`config.mk`:
```
export PLATFORM = sky130hd
export DESIGN_NAME = shrv_iter
export DESIGN_NICKNAME = d
export VERILOG_FILES = /design/src/rtl/shrv_iter.sv
export SDC_FILE = /design/constraint.sdc
export NUM_CORES = 1
export LEC_CHECK = 0
export BUFFER_PORTS_ARGS = -buffer_cell sky130_fd_sc_hd__buf_2
export CAP_MARGIN = 30
export CORE_MARGIN = 8
export CORE_UTILIZATION = 53
export DETAILED_ROUTE_END_ITERATION = 10
export MAX_ROUTING_LAYER = met4
export PLACE_DENSITY = 0.82
export SLEW_MARGIN = 20
export SYNTH_ARGS = -nofsm -noshare
export SYNTH_HDL_FRONTEND = slang
export SYNTH_SLANG_ARGS = --single-unit
```
`constraint.sdc`:
```
create_clock -name clk -period 2.9 [get_ports clk]
set_input_delay 0.58 -clock clk [delete_from_list [all_inputs] [get_ports clk]]
set_output_delay 0.58 -clock clk [all_outputs]
set_load 0.01 [all_outputs]
```
`src/rtl/shrv_iter.sv`:
```
// +----------------------------------------------------------------------------+
// | shrv_iter : multi-cycle variable right shifter (logical/arithmetic),       |
// |             predicated result, valid/ready on both sides.                  |
// | Optional  : SHRV_ITER_EARLY_EXIT_EN - leave SHIFT once data is saturated.  |
// | Revision  : 1.0 - initial release                                          |
// +----------------------------------------------------------------------------+
`default_nettype none

module shrv_iter #(
    parameter int WIDTH   = 8,
    parameter int STEP    = 2,
    parameter int AMTBITS = 4
) (
    input  logic               clk,
    input  logic               reset_n,
    input  logic               in_valid,
    output logic               in_ready,
    input  logic               op,
    input  logic               pred,
    input  logic [WIDTH-1:0]   i0,
    input  logic [AMTBITS-1:0] amt,
    output logic               out_valid,
    input  logic               out_ready,
    output logic               o0_enable,
    output logic [WIDTH-1:0]   o0,
    output logic               busy
);

    // Wide enough to hold both the raw amount and the value WIDTH itself.
    localparam int CW = (AMTBITS > $clog2(WIDTH + 1)) ? AMTBITS : $clog2(WIDTH + 1);
    localparam logic [CW-1:0] C_WIDTH = CW'(WIDTH);
    localparam logic [CW-1:0] C_STEP  = CW'(STEP);

    typedef enum logic [1:0] {
        ST_IDLE  = 2'd0,
        ST_SHIFT = 2'd1,
        ST_DONE  = 2'd2
    } state_t;

    state_t            state_q;
    logic [WIDTH-1:0]  data_q;
    logic              op_q;
    logic              pred_q;
    logic [CW-1:0]     rem_q;
    logic [WIDTH-1:0]  o0_q;
    logic              o0_en_q;

    logic [CW-1:0]            w_amt_ext;
    logic [CW-1:0]            w_amt_c;
    logic [CW-1:0]            w_step_amt;
    logic [CW-1:0]            w_rem_d;
    logic signed [WIDTH-1:0]  w_ash;
    logic [WIDTH-1:0]         w_lsh;
    logic [WIDTH-1:0]         w_shifted;
    logic                     w_early;

    assign w_amt_ext  = CW'(amt);
    assign w_amt_c    = (w_amt_ext > C_WIDTH) ? C_WIDTH : w_amt_ext;
    assign w_step_amt = (rem_q < C_STEP) ? rem_q : C_STEP;
    assign w_rem_d    = rem_q - w_step_amt;

    // Arithmetic shift kept in its own signed net so the ternary below cannot
    // strip the signedness and silently turn it into a logical shift.
    assign w_ash      = $signed(data_q) >>> w_step_amt;
    assign w_lsh      = data_q >> w_step_amt;
    assign w_shifted  = op_q ? w_ash : w_lsh;

`ifdef SHRV_ITER_EARLY_EXIT_EN
    logic [WIDTH-1:0] w_sat;
    assign w_sat   = op_q ? {WIDTH{data_q[WIDTH-1]}} : {WIDTH{1'b0}};
    assign w_early = (data_q == w_sat);
`else
    assign w_early = 1'b0;
`endif

    always_ff @(posedge clk or negedge reset_n) begin
        if (!reset_n) begin
            state_q <= ST_IDLE;
            data_q  <= '0;
            op_q    <= 1'b0;
            pred_q  <= 1'b0;
            rem_q   <= '0;
            o0_q    <= '0;
            o0_en_q <= 1'b0;
        end else begin
            case (state_q)
                ST_IDLE: begin
                    if (in_valid) begin
                        data_q <= i0;
                        op_q   <= op;
                        pred_q <= pred;
                        rem_q  <= w_amt_c;
                        if (!pred || (w_amt_c == '0)) begin
                            state_q <= ST_DONE;
                            o0_q    <= i0;
                            o0_en_q <= pred;
                        end else begin
                            state_q <= ST_SHIFT;
                        end
                    end
                end
                ST_SHIFT: begin
                    if (w_early) begin
                        state_q <= ST_DONE;
                        o0_q    <= data_q;
                        o0_en_q <= pred_q;
                    end else begin
                        data_q <= w_shifted;
                        rem_q  <= w_rem_d;
                        if (w_rem_d == '0) begin
                            state_q <= ST_DONE;
                            o0_q    <= w_shifted;
                            o0_en_q <= pred_q;
                        end
                    end
                end
                ST_DONE: begin
                    if (out_ready) begin
                        state_q <= ST_IDLE;
                    end
                end
                default: begin
                    state_q <= ST_IDLE;
                end
            endcase
        end
    end

    assign in_ready  = (state_q == ST_IDLE);
    assign out_valid = (state_q == ST_DONE);
    assign busy      = (state_q != ST_IDLE);
    assign o0        = o0_q;
    assign o0_enable = o0_en_q;

endmodule

`default_nettype wire

```
* After elaboration in Yosys (flattened, before gate mapping)
Index checks and enable logic that the tools add are counted.
** Operators by class
- $add $sub $neg :: 1
- $lt $le $gt $ge :: 2
- Eq/ne operators :: 6
- Shift-type cells :: 2
- Mux-type cells :: 20
- Reductions and logical operators :: 11
** Operator list (number)
- 2-to-1 mux 8 bit :: 5
- case mux 8 bit (2 select lines) :: 2
- 2-to-1 mux 4 bit :: 3
- logical NOT 4 bit :: 2
- 2-to-1 mux 2 bit :: 4
- case mux 4 bit (2 select lines) :: 1
- >> shifter 8 x 4 -> 8 bit :: 1
- >>> shifter 8 x 4 -> 8 bit :: 1
- case mux 2 bit (3 select lines) :: 1
- > comparator 4 bit (second input constant) :: 1
- less-than comparator 4 x 2 -> 1 bit (second input constant) :: 1
- inequality test 2 x 1 -> 1 bit (second input constant) :: 2
- inequality test 2 bit (second input constant) :: 2
- AND reduction 2 bit :: 2
- AND reduction 4 bit :: 1
- nonzero test 2 bit :: 2
- subtractor 4 bit :: 1
- 2-to-1 mux 1 bit :: 3
- AND reduction 3 bit :: 1
- equality test 2 x 1 -> 1 bit (second input constant) :: 1
- equality test 2 bit (second input constant) :: 1
- logical NOT 2 bit :: 1
- case mux 1 bit (2 select lines) :: 1
- logical NOT 1 bit :: 1
- logical OR 1 bit :: 1
** Storage, ports and cells
- Bits in registers :: 25
- Input bits :: 18
- Output and inout bits :: 12
- Word-level logic and storage cells :: 49

* Depth between registers and ports, before layout
Gate-level depths: netlist of the first run.
- Depth in word-level cells :: 7
- Gate-level depth with buffers :: 8
- Gate-level depth less buffers :: 6

* Worst setup path before layout of the first run
OpenSTA, ideal clock, no wires.
- Kind :: register -> register
- Start point :: reg rem_q[1]
- End point :: reg o0_q[5] (netlist: o0[5])
- Setup time :: 128 ps
- Arrival time :: 2081 ps
- Data required time :: 2772 ps
- Path slack :: 691 ps
- Stages on the path, launching flop included :: 8
- Path buffers :: 1
- Period minus slack after synthesis :: 2209 ps
- Cell sequence :: dfrtp_1 > o21bai_1 > ha_1 > or4b_1 > o31a_1 > o32a_1 > buf_6 > mux2_1
** On the way
- Cells in the longest elaborated chain, start to end :: 6
- Elaborated cells between the ends (all ways) :: 11
- Those cells by class :: 1 x add/sub; 1 x order compare; 1 x eq/ne; 2 x shift; 4 x mux; 2 x reduce/logical
** Ends and longest elaborated chain
- start, declared :: line 44 : logic [CW-1:0] rem_q;
- start signal, assigned :: line 92 : rem_q <= w_amt_c;
- start signal, assigned :: line 109 : rem_q <= w_rem_d;
- less-than comparator 4 x 2 -> 1 bit :: line 59 : assign w_step_amt = (rem_q < C_STEP) ? rem_q : C_STEP;
- 2-to-1 mux 4 bit :: line 59
- subtractor 4 bit, or another cell as far along :: line 60 : assign w_rem_d = rem_q - w_step_amt;
- logical NOT 4 bit or 2-to-1 mux 8 bit (tied branches) :: line 110, 66
- inequality test 2 bit (no source line) or 2-to-1 mux 8 bit (tied branches)
- AND reduction 4 bit (no source line) or case mux 8 bit (2 select lines) (tied branches)
- end signal, assigned :: line 95 : o0_q <= i0;
- end signal, assigned :: line 105 : o0_q <= data_q;
- end signal, assigned :: line 112 : o0_q <= w_shifted;
- end, declared :: line 45 : logic [WIDTH-1:0] o0_q;
Parallel ways exist; a longest one is shown, timed or not. The select of a mux whose other input is x is not followed.
A chain may end at the register's enable or synchronous reset.

* Final worst setup path of the first run
Same ends and word-level chain as after synthesis.

==> flow_summary_export.csv, run 1 <==
group,metric,value,unit
outcome,status,"finished, final reports clean",
logic_synthesis,seq_cells_post_synth,25,
route,drt-total-wl,3.087,mm
setup_path,critical_path.max_stage_delay,0.52,ns
sta,worst_slew_margin_rel,0.5782,
logic_synthesis,synth-edff-count,0,
place,hpwlAfterDp,2.285,mm
route,route.detailed.drc,0,
floorplanning,floorplan.die.width,67.05,um
cts,tritoncts_clock_tree,"built",
logic_synthesis,yosysUniqueCellTypes,32,
power,cellPowerDensity,1151,nW/um^2
cts,cts.hold.buffers_added,0,
power,static-leakage-power,0.7950,nW
cts,cts_buf_count,3,
sta,fin_worst_skew,0.004643,ns
route,drt_first_iter_violations,46,
global_routing,grt_max_degree,26,
final_layout,antennaDiodeCount,0,
sta,grt_setup_unrepaired,"false",
place,globalplace.congestion,0.8492,
floorplanning,dieHeight,67.05,um
setup_path,cpLargestDelayFamily,"compound AO/OA/AOI/OAI gates",
logic_synthesis,ys_async_sr_fraction,1.000,
route,final_antenna_net_count,0,
setup_path,start_kind,"flip-flop",
route,dr.pass1.iters,4,
cts,postCtsSetupRepairBufs,0,
setup_path,critical_path_class,"flip-flop to flip-flop",
global_routing,grt_pass1_vias,1219,
sta,fmax,395.0,MHz
floorplanning,initial_utilization,0.5576,
global_routing,initial_antenna_violation_count,0,
sta,slew_violations,0,
setup_path,cp_cell_sequence,"o21bai_1, ha_1, or4b_1, o31a_1, o32a_1, mux2_1",
place,placement.io_buffers,29,
place,pre_cts_slack,0.3916,ns
sta,finalSetupTns,0,ns
cts,number_of_clock_sinks_seen_by_cts,25,
sta,period_minus_slack,2.532,ns
logic_synthesis,syn-num-nets,163,
floorplanning,top_level_ports,30,
floorplanning,row_count,18,
route,post_drt_via_cell_ratio,5.571,
logic_synthesis,synth_seq_area_share,0.4529,
sta,timing.final.hold_violations,0,
final_layout,nets,193,
final_layout,layout_cell_share_with_drive_strength_beyond_1,0.2659,
flow_run,timing.max_cap.violations,0,
sta,worst_pin_slew,0.6318,ns
floorplanning,core,2477,sq um
global_routing,global_route.usage.total,0.1523,
setup_path,arrival,2.75,ns
cts,cts_resizes,0,
logic_synthesis,synth.yosys.warnings,0,
setup_path,cp_max_fo,10,
final_layout,flow.area_growth_from_synthesis,14.49,%
place,dpl_cell_area,1555,sq um
cts,root_buffer,"sky130_fd_sc_hd__clkbuf_4",
cts,clock_path_buffers,2,
route,wire_per_inst,15.21,um
logic_synthesis,synthesis.area,1381,sq um
cts,htree_num_levels,1,
sta,setup_ws,0.3684,ns
logic_synthesis,netlist_instances,144,
cts,clk_latency_worst_skew_pair,0.31,ns
logic_synthesis,main_flop_type_after_synthesis,"sky130_fd_sc_hd__dfrtp_1",
global_routing,global_route_wire_length_before_repair,5.278,mm
floorplanning,floorplan.die_area,4496,sq um
global_routing,global_route.overflow_total,0,
setup_path,critical_path_required_time,3.12,ns
cts,clock_transition_at_the_register_clock_pins_on_the_worst_setup_and_hold_paths_after_cts,0.14,ns
final_layout,fin_area,1582,sq um
power,max-vdd-ir-drop,0.7850,mV
route,via_count,1131,
setup_path,setup.worst_path.end_class,"flip-flop",
setup_path,cp_num_buf_inv,0,
logic_synthesis,syn_avg_cell_area,9.593,sq um
worst_hold_path,hp-class,"input pin to async pin",
sta,setup_viol,0,
sta,period_share,0.8730,
setup_path,critical-path-slowest-cell,"sky130_fd_sc_hd__o32a_1",
-- cell families after synthesis --
kind of cell / count (synthesis) / synth area share
flops: 25 / 0.4529
simple gates: 43 / 0.1477
buf+inv: 18 / 0.05525
fa+ha+maj: 2 / 0.01630
mux: 19 / 0.1513
compound gates: 36 / 0.1739
other cells: 1 / 0.002715
-- final cells by class --
| class | instances | area, sq um |
|---|---|---|
| clock buffer | 4 | 26.28 |
| fill | 206 | 895.9 |
| inverter | 10 | 37.54 |
| multi-input combinational | 101 | 679.4 |
| sequential | 25 | 625.6 |
| tap | 30 | 37.54 |
| timing repair buffer | 33 | 175.2 |
-- synth_stat cells (2+ instances only) --
cell | instances | share of area
sky130_fd_sc_hd__mux2_4 | 2 | 0.022
sky130_fd_sc_hd__inv_1 | 10 | 0.027
sky130_fd_sc_hd__clkbuf_1 | 6 | 0.016
sky130_fd_sc_hd__dfrtp_1 | 25 | 0.45
sky130_fd_sc_hd__a211oi_1 | 6 | 0.033
sky130_fd_sc_hd__nor2_1 | 10 | 0.027
sky130_fd_sc_hd__nand2b_1 | 2 | 0.0091
sky130_fd_sc_hd__mux2i_1 | 10 | 0.072
sky130_fd_sc_hd__nand2_1 | 19 | 0.052
sky130_fd_sc_hd__o21bai_1 | 2 | 0.011
sky130_fd_sc_hd__mux2_2 | 6 | 0.049
sky130_fd_sc_hd__a21oi_1 | 3 | 0.011
sky130_fd_sc_hd__o31a_1 | 6 | 0.038
sky130_fd_sc_hd__nor2b_1 | 5 | 0.023
sky130_fd_sc_hd__o21ai_0 | 15 | 0.054
-- where the power goes --
| group | internal [mW] | switching [mW] |
|---|---|---|
| sequential | 0.524 | 0.162 |
| clock | 0.0537 | 0.105 |
| combinational | 0.464 | 0.513 |
| total | 1.04 | 0.779 |
-- cells in the final DEF (no fill, tap or decap), types with 2 or more instances in the layout --
master                      n
sky130_fd_sc_hd__buf_2     29
sky130_fd_sc_hd__dfrtp_1   25
sky130_fd_sc_hd__nand2_1   19
sky130_fd_sc_hd__o21ai_0   15
sky130_fd_sc_hd__inv_1     10
sky130_fd_sc_hd__nor2_1    10
sky130_fd_sc_hd__mux2i_1   10
sky130_fd_sc_hd__a211oi_1   6
sky130_fd_sc_hd__o31a_1     6
sky130_fd_sc_hd__mux2_2     6
sky130_fd_sc_hd__nor2b_1    5
sky130_fd_sc_hd__buf_4      4
sky130_fd_sc_hd__a21oi_1    3
sky130_fd_sc_hd__clkbuf_4   3
sky130_fd_sc_hd__o21bai_1   2
sky130_fd_sc_hd__nand2b_1   2
sky130_fd_sc_hd__mux2_4     2
-- worst paths after layout --
path,from,end,slack (ns),cells past startpoint
setup reg to reg,rem_q[1],o0[5],0.37,6
hold reg to reg,data_q[0],data_q[0],0.49,2
hold / removal,reset_n,data_q[4],0.23,1
min in group clk,out_ready,state_q[1],0.43,2
max in group asynchronous,reset_n,o0_enable,2.30,1
setup / recovery,rem_q[1],o0[5],0.37,6
-- layer usage --
layer	part of all wire	track usage
met1	0.46	0.1770
met2	0.49	0.2533
met3	0.054	0.03356
met4	0.0042	0.05222
met5	0	-
-- sequential cells by signal, summed over array words and instances (netlist names) --
signal and count:
o0_enable 1, rem_q 4, o0 8, op_q 1
state_q 2, data_q 8, pred_q 1
-- through the flow --
| stage | hold WS [ns] | power (mW) | util | std cells |
|---|---|---|---|---|
| finish | 0.2302 | 1.821 | 0.6384 | 203 |
| global route | 0.2673 | 1.979 | 0.6384 | 203 |
| CTS | 0.2450 | 1.831 | 0.6384 | 203 |
| detailed placement | 0.4705 | 1.674 | 0.6278 | 199 |
| global placement | 0.4595 | 1.619 | 0.6278 | 199 |
| floorplan | 0.2844 | 1.374 | - | 144 |
No activity file was read; power rests on OpenSTA's default activity.
==> inputs of run 2 (changes only) <==
Settings changed: CORE_ASPECT_RATIO set to 0.8.
==> flow_summary_export.csv, run 2 (same netlist as run 1, synthesis figures left out) <==
group,metric,value,unit
outcome,status,"finished, final reports clean",
cts,clk_latency_worst_skew_pair,0.32,ns
final_layout,nets,193,
sta,worst_slew_margin_rel,0.5759,
cts,cts_buf_count,3,
sta,setup_viol,0,
flow_run,timing.max_cap.violations,0,
final_layout,flow.area_growth_from_synthesis,15.04,%
cts,clock_path_buffers,2,
final_layout,layout.filler_cells,205,
setup_path,setup.worst_path.end_class,"flip-flop",
route,drt_first_iter_violations,49,
route,via_count,1146,
sta,fmax,400.2,MHz
cts,cts.hold.buffers_added,0,
sta,grt_setup_unrepaired,"false",
global_routing,grt_max_degree,26,
final_layout,most-common-layout-cells,"sky130_fd_sc_hd__buf_2, sky130_fd_sc_hd__dfrtp_1, sky130_fd_sc_hd__nand2_1, sky130_fd_sc_hd__o21ai_0",
global_routing,global_route.usage.total,0.1511,
power,static-leakage-power,0.7950,nW
sta,period_minus_slack,2.499,ns
route,post_drt_via_cell_ratio,5.483,
floorplanning,row_count,16,
global_routing,global_route_wire_length_before_repair,5.181,mm
setup_path,critical_path_class,"flip-flop to flip-flop",
cts,htree_num_levels,1,
sta,slew_violations,0,
final_layout,final_common_cell,"sky130_fd_sc_hd__buf_2",
route,dr.pass1.iters,4,
place,globalplace.congestion,0.8518,
place,hpwlAfterDp,2.233,mm
place,placement.io_buffers,29,
floorplanning,floorplan.die.width,73.08,um
cts,tritoncts_clock_tree,"built",
sta,period_share,0.8616,
route,route.detailed.drc,0,
route,final_antenna_net_count,0,
power,max-vdd-ir-drop,0.5649,mV
floorplanning,initial_utilization,0.5610,
setup_path,cp_max_fo,10,
setup_path,critical_path_required_time,3.11,ns
setup_path,arrival,2.71,ns
cts,root_buffer,"sky130_fd_sc_hd__clkbuf_4",
floorplanning,top_level_ports,30,
global_routing,global_route.overflow_total,0,
global_routing,grt_pass1_vias,1154,
floorplanning,floorplan.die_area,4506,sq um
sta,timing.final.hold_violations,0,
power,cellPowerDensity,1139,nW/um^2
floorplanning,dieHeight,61.66,um
setup_path,start_kind,"flip-flop",
cts,postCtsSetupRepairBufs,0,
global_routing,initial_antenna_violation_count,0,
final_layout,fin_area,1589,sq um
sta,worst_pin_slew,0.6354,ns
final_layout,antennaDiodeCount,0,
sta,finalSetupTns,0,ns
final_layout,layout_cell_share_with_drive_strength_beyond_1,0.2659,
sta,hold_slack,0.2328,ns
cts,clock_transition_at_the_register_clock_pins_on_the_worst_setup_and_hold_paths_after_cts,0.14,ns
route,drt-total-wl,3.001,mm
cts,number_of_clock_sinks_seen_by_cts,25,
route,wire_per_inst,14.36,um
worst_hold_path,hp-class,"input pin to async pin",
cts,cts_resizes,0,
sta,fin_worst_skew,0.007620,ns
floorplanning,core,2462,sq um
place,dpl_cell_area,1563,sq um
## run 2: cell counts in the layout (fill, tap and decap cells not counted)
Identical to the previous run, type by type.
## run 2: cell type report
type                            count  area, sq um  share of cell area
Multi-Input combinational cell    101        679.4              0.4276
Sequential cell                    25        625.6              0.3937
Timing Repair Buffer               33        175.2              0.1102
Tap cell                           36        45.04             0.02835
Inverter                           10        37.54             0.02362
Clock buffer                        4        26.28             0.01654
## run 2: critical path, stage by stage, from the launching register on
cell	delay, ns
sky130_fd_sc_hd__dfrtp_1	0.45
sky130_fd_sc_hd__o21bai_1	0.19
sky130_fd_sc_hd__ha_1	0.23
sky130_fd_sc_hd__or4b_1	0.48
sky130_fd_sc_hd__o31a_1	0.14
sky130_fd_sc_hd__o32a_1	0.52
sky130_fd_sc_hd__mux2_1	0.39
## run 2: final timing paths
check,startpoint,to,slack (ns),cells past startpoint
worst max-delay path,rem_q[1],o0[5],0.40,6
worst max register to register,rem_q[1],o0[5],0.40,6
worst min-delay path,reset_n,o0_enable,0.23,1
min in group clk,out_ready,state_q[1],0.44,2
max in group asynchronous,reset_n,data_q[6],2.28,1
worst min register to register,data_q[0],data_q[0],0.49,2
## run 2: metal layers
metal	up-vias	GRT usage	wire, um
li1	560	-	-
met2	33	0.2541	1452
met1	551	0.1858	1397
met4	0	0.01705	10
met3	2	0.03740	140
met5	-	-	0
## run 2: metrics by stage
stage	utilization	std cells	power [mW]	setup WS (ns)
floorplan	-	144	1.374	0.6912
global placement	0.6347	205	1.620	0.5066
detailed placement	0.6347	205	1.663	0.4179
CTS	0.6453	209	1.821	0.4024
global route	0.6453	209	1.974	0.3139
finish	0.6453	209	1.810	0.4014
## run 2: power breakdown
| part | internal [mW] | switching (mW) |
|---|---|---|
| Combinational | 0.463 | 0.501 |
| Clock | 0.0538 | 0.101 |
| Sequential | 0.524 | 0.166 |
==> inputs of run 3 (changes only) <==
Settings changed: CORE_ASPECT_RATIO 0.8 to 1.75, CORE_UTILIZATION 53 to 55, PLACE_DENSITY 0.82 to 0.85.
Clock period 2.9 ns to 2.95 ns, I/O delays scaled along.
==> flow_summary_export.csv, run 3 (same netlist as run 1, synthesis figures left out) <==
group,metric,value,unit
outcome,status,"finished, final reports clean",
sta,worst_pin_slew,0.6460,ns
sta,period_share,0.8777,
setup_path,cp_num_buf_inv,0,
route,via_count,1135,
floorplanning,dieHeight,82.30,um
cts,tritoncts_clock_tree,"built",
sta,fin_worst_skew,0.002635,ns
place,placement.io_buffers,29,
final_layout,antennaDiodeCount,0,
final_layout,nets,193,
global_routing,initial_antenna_violation_count,0,
route,dr.pass1.iters,4,
final_layout,layoutNonFillerInstCount,199,
power,cellPowerDensity,1154,nW/um^2
setup_path,instance_count_on_the_critical_path,6,
floorplanning,core,2432,sq um
final_layout,layout_cell_share_with_drive_strength_beyond_1,0.2717,
cts,cts.hold.buffers_added,0,
sta,fmax,386.2,MHz
global_routing,grt_pass1_vias,1162,
global_routing,global_route.usage.total,0.1590,
power,total_power,1.842,mW
final_layout,final_common_cell,"sky130_fd_sc_hd__buf_2",
setup_path,cpLargestDelayFamily,"compound AO/OA/AOI/OAI gates",
setup_path,arrival,2.74,ns
setup_path,timing.reg2reg.worst_path_depth,6,
final_layout,flow.area_growth_from_synthesis,15.58,%
setup_path,critical_path_required_time,3.10,ns
cts,cts_resizes,0,
setup_path,setup.worst_path.end_class,"flip-flop",
floorplanning,top_level_ports,30,
route,route.detailed.drc,0,
sta,setup_viol,0,
sta,finalSetupTns,0,ns
setup_path,cp_cell_sequence,"o21bai_1, ha_1, or4b_1, o31a_1, o32a_1, mux2_1",
setup_path,critical-path-slowest-cell,"sky130_fd_sc_hd__o32a_1",
floorplanning,floorplan.die.width,53.89,um
floorplanning,initial_utilization,0.5679,
floorplanning,floorplan.die_area,4434,sq um
route,post_drt_via_cell_ratio,5.704,
route,drt_first_iter_violations,49,
cts,number_of_clock_sinks_seen_by_cts,25,
floorplanning,row_count,24,
worst_hold_path,hp-class,"input pin to async pin",
setup_path,cp_max_fo,10,
sta,worst_slew_margin_rel,0.5687,
power,max-vdd-ir-drop,0.8835,mV
global_routing,global_route_wire_length_before_repair,5.230,mm
sta,timing.final.hold_violations,0,
cts,clk_latency_worst_skew_pair,0.27,ns
cts,htree_num_levels,1,
setup_path,start_kind,"flip-flop",
cts,cts_buf_count,3,
route,wire_per_inst,15.66,um
route,final_antenna_net_count,0,
place,globalplace.congestion,0.8127,
route,drt-total-wl,3.117,mm
power,static-leakage-power,0.8055,nW
cts,root_buffer,"sky130_fd_sc_hd__clkbuf_8",
setup_path,critical_path_class,"flip-flop to flip-flop",
global_routing,global_route.overflow_total,0,
place,hpwlAfterDp,2.345,mm
final_layout,finalCoreUtilization,0.6564,
sta,slew_violations,0,
cts,postCtsSetupRepairBufs,0,
sta,period_minus_slack,2.589,ns
final_layout,most-common-layout-cells,"sky130_fd_sc_hd__buf_2, sky130_fd_sc_hd__dfrtp_1, sky130_fd_sc_hd__nand2_1, sky130_fd_sc_hd__o21ai_0",
setup_path,critical_path.max_stage_delay,0.52,ns
cts,clock_path_buffers,2,
sta,grt_setup_unrepaired,"false",
place,placed_instances,195,
flow_run,timing.max_cap.violations,0,
global_routing,grt_max_degree,26,
cts,clock_transition_at_the_register_clock_pins_on_the_worst_setup_and_hold_paths_after_cts,0.08,ns
[run 3: power by group]
part | switching [mW] | internal (mW)
registers | 0.159 | 0.516
logic | 0.511 | 0.457
clock network | 0.105 | 0.0944
[run 3: worst paths after layout]
check	startpoint	end	slack, ns
setup reg to reg	rem_q[1]	o0[5]	0.36
max in group asynchronous	reset_n	state_q[1]	2.29
hold / removal	reset_n	o0[0]	0.30
setup / recovery	rem_q[1]	o0[5]	0.36
min in group clk	data_q[0]	data_q[0]	0.48
hold reg to reg	data_q[0]	data_q[0]	0.48
[run 3: cell type report]
cell class / instances / area, sq um
inverter: 10 / 37.54
timing repair buffer: 33 / 175.2
clock inverter: 1 / 5.005
sequential: 25 / 625.6
fill: 198 / 835.8
multi-input combinational: 101 / 679.4
tap: 26 / 32.53
clock buffer: 3 / 41.29
[run 3: metrics by stage]
step / area [sq um] / hold slack [ns] / setup slack [ns]
final: 1597 / 0.2993 / 0.3609
after global routing: 1597 / 0.3507 / 0.3083
after CTS: 1597 / 0.3211 / 0.4223
after detailed placement: 1550 / 0.4684 / 0.4315
after global placement: 1550 / 0.4692 / 0.5534
after floorplan: 1381 / 0.2944 / 0.7412
[run 3: per-layer routing]
| metal | vias up | global-route usage | wire length (um) |
|---|---|---|---|
| li1 | 563 | - | - |
| met3 | 6 | 0.02330 | 136 |
| met5 | - | - | 0 |
| met4 | 0 | 0.07107 | 63 |
| met2 | 34 | 0.2692 | 1658 |
| met1 | 532 | 0.1761 | 1259 |
[run 3: worst reg2reg max path, stage by stage, from the launching register on]
cell                       delay (ns)
sky130_fd_sc_hd__dfrtp_1         0.45
sky130_fd_sc_hd__o21bai_1        0.21
sky130_fd_sc_hd__ha_1            0.24
sky130_fd_sc_hd__or4b_1          0.51
sky130_fd_sc_hd__o31a_1          0.15
sky130_fd_sc_hd__o32a_1          0.52
sky130_fd_sc_hd__mux2_1          0.40
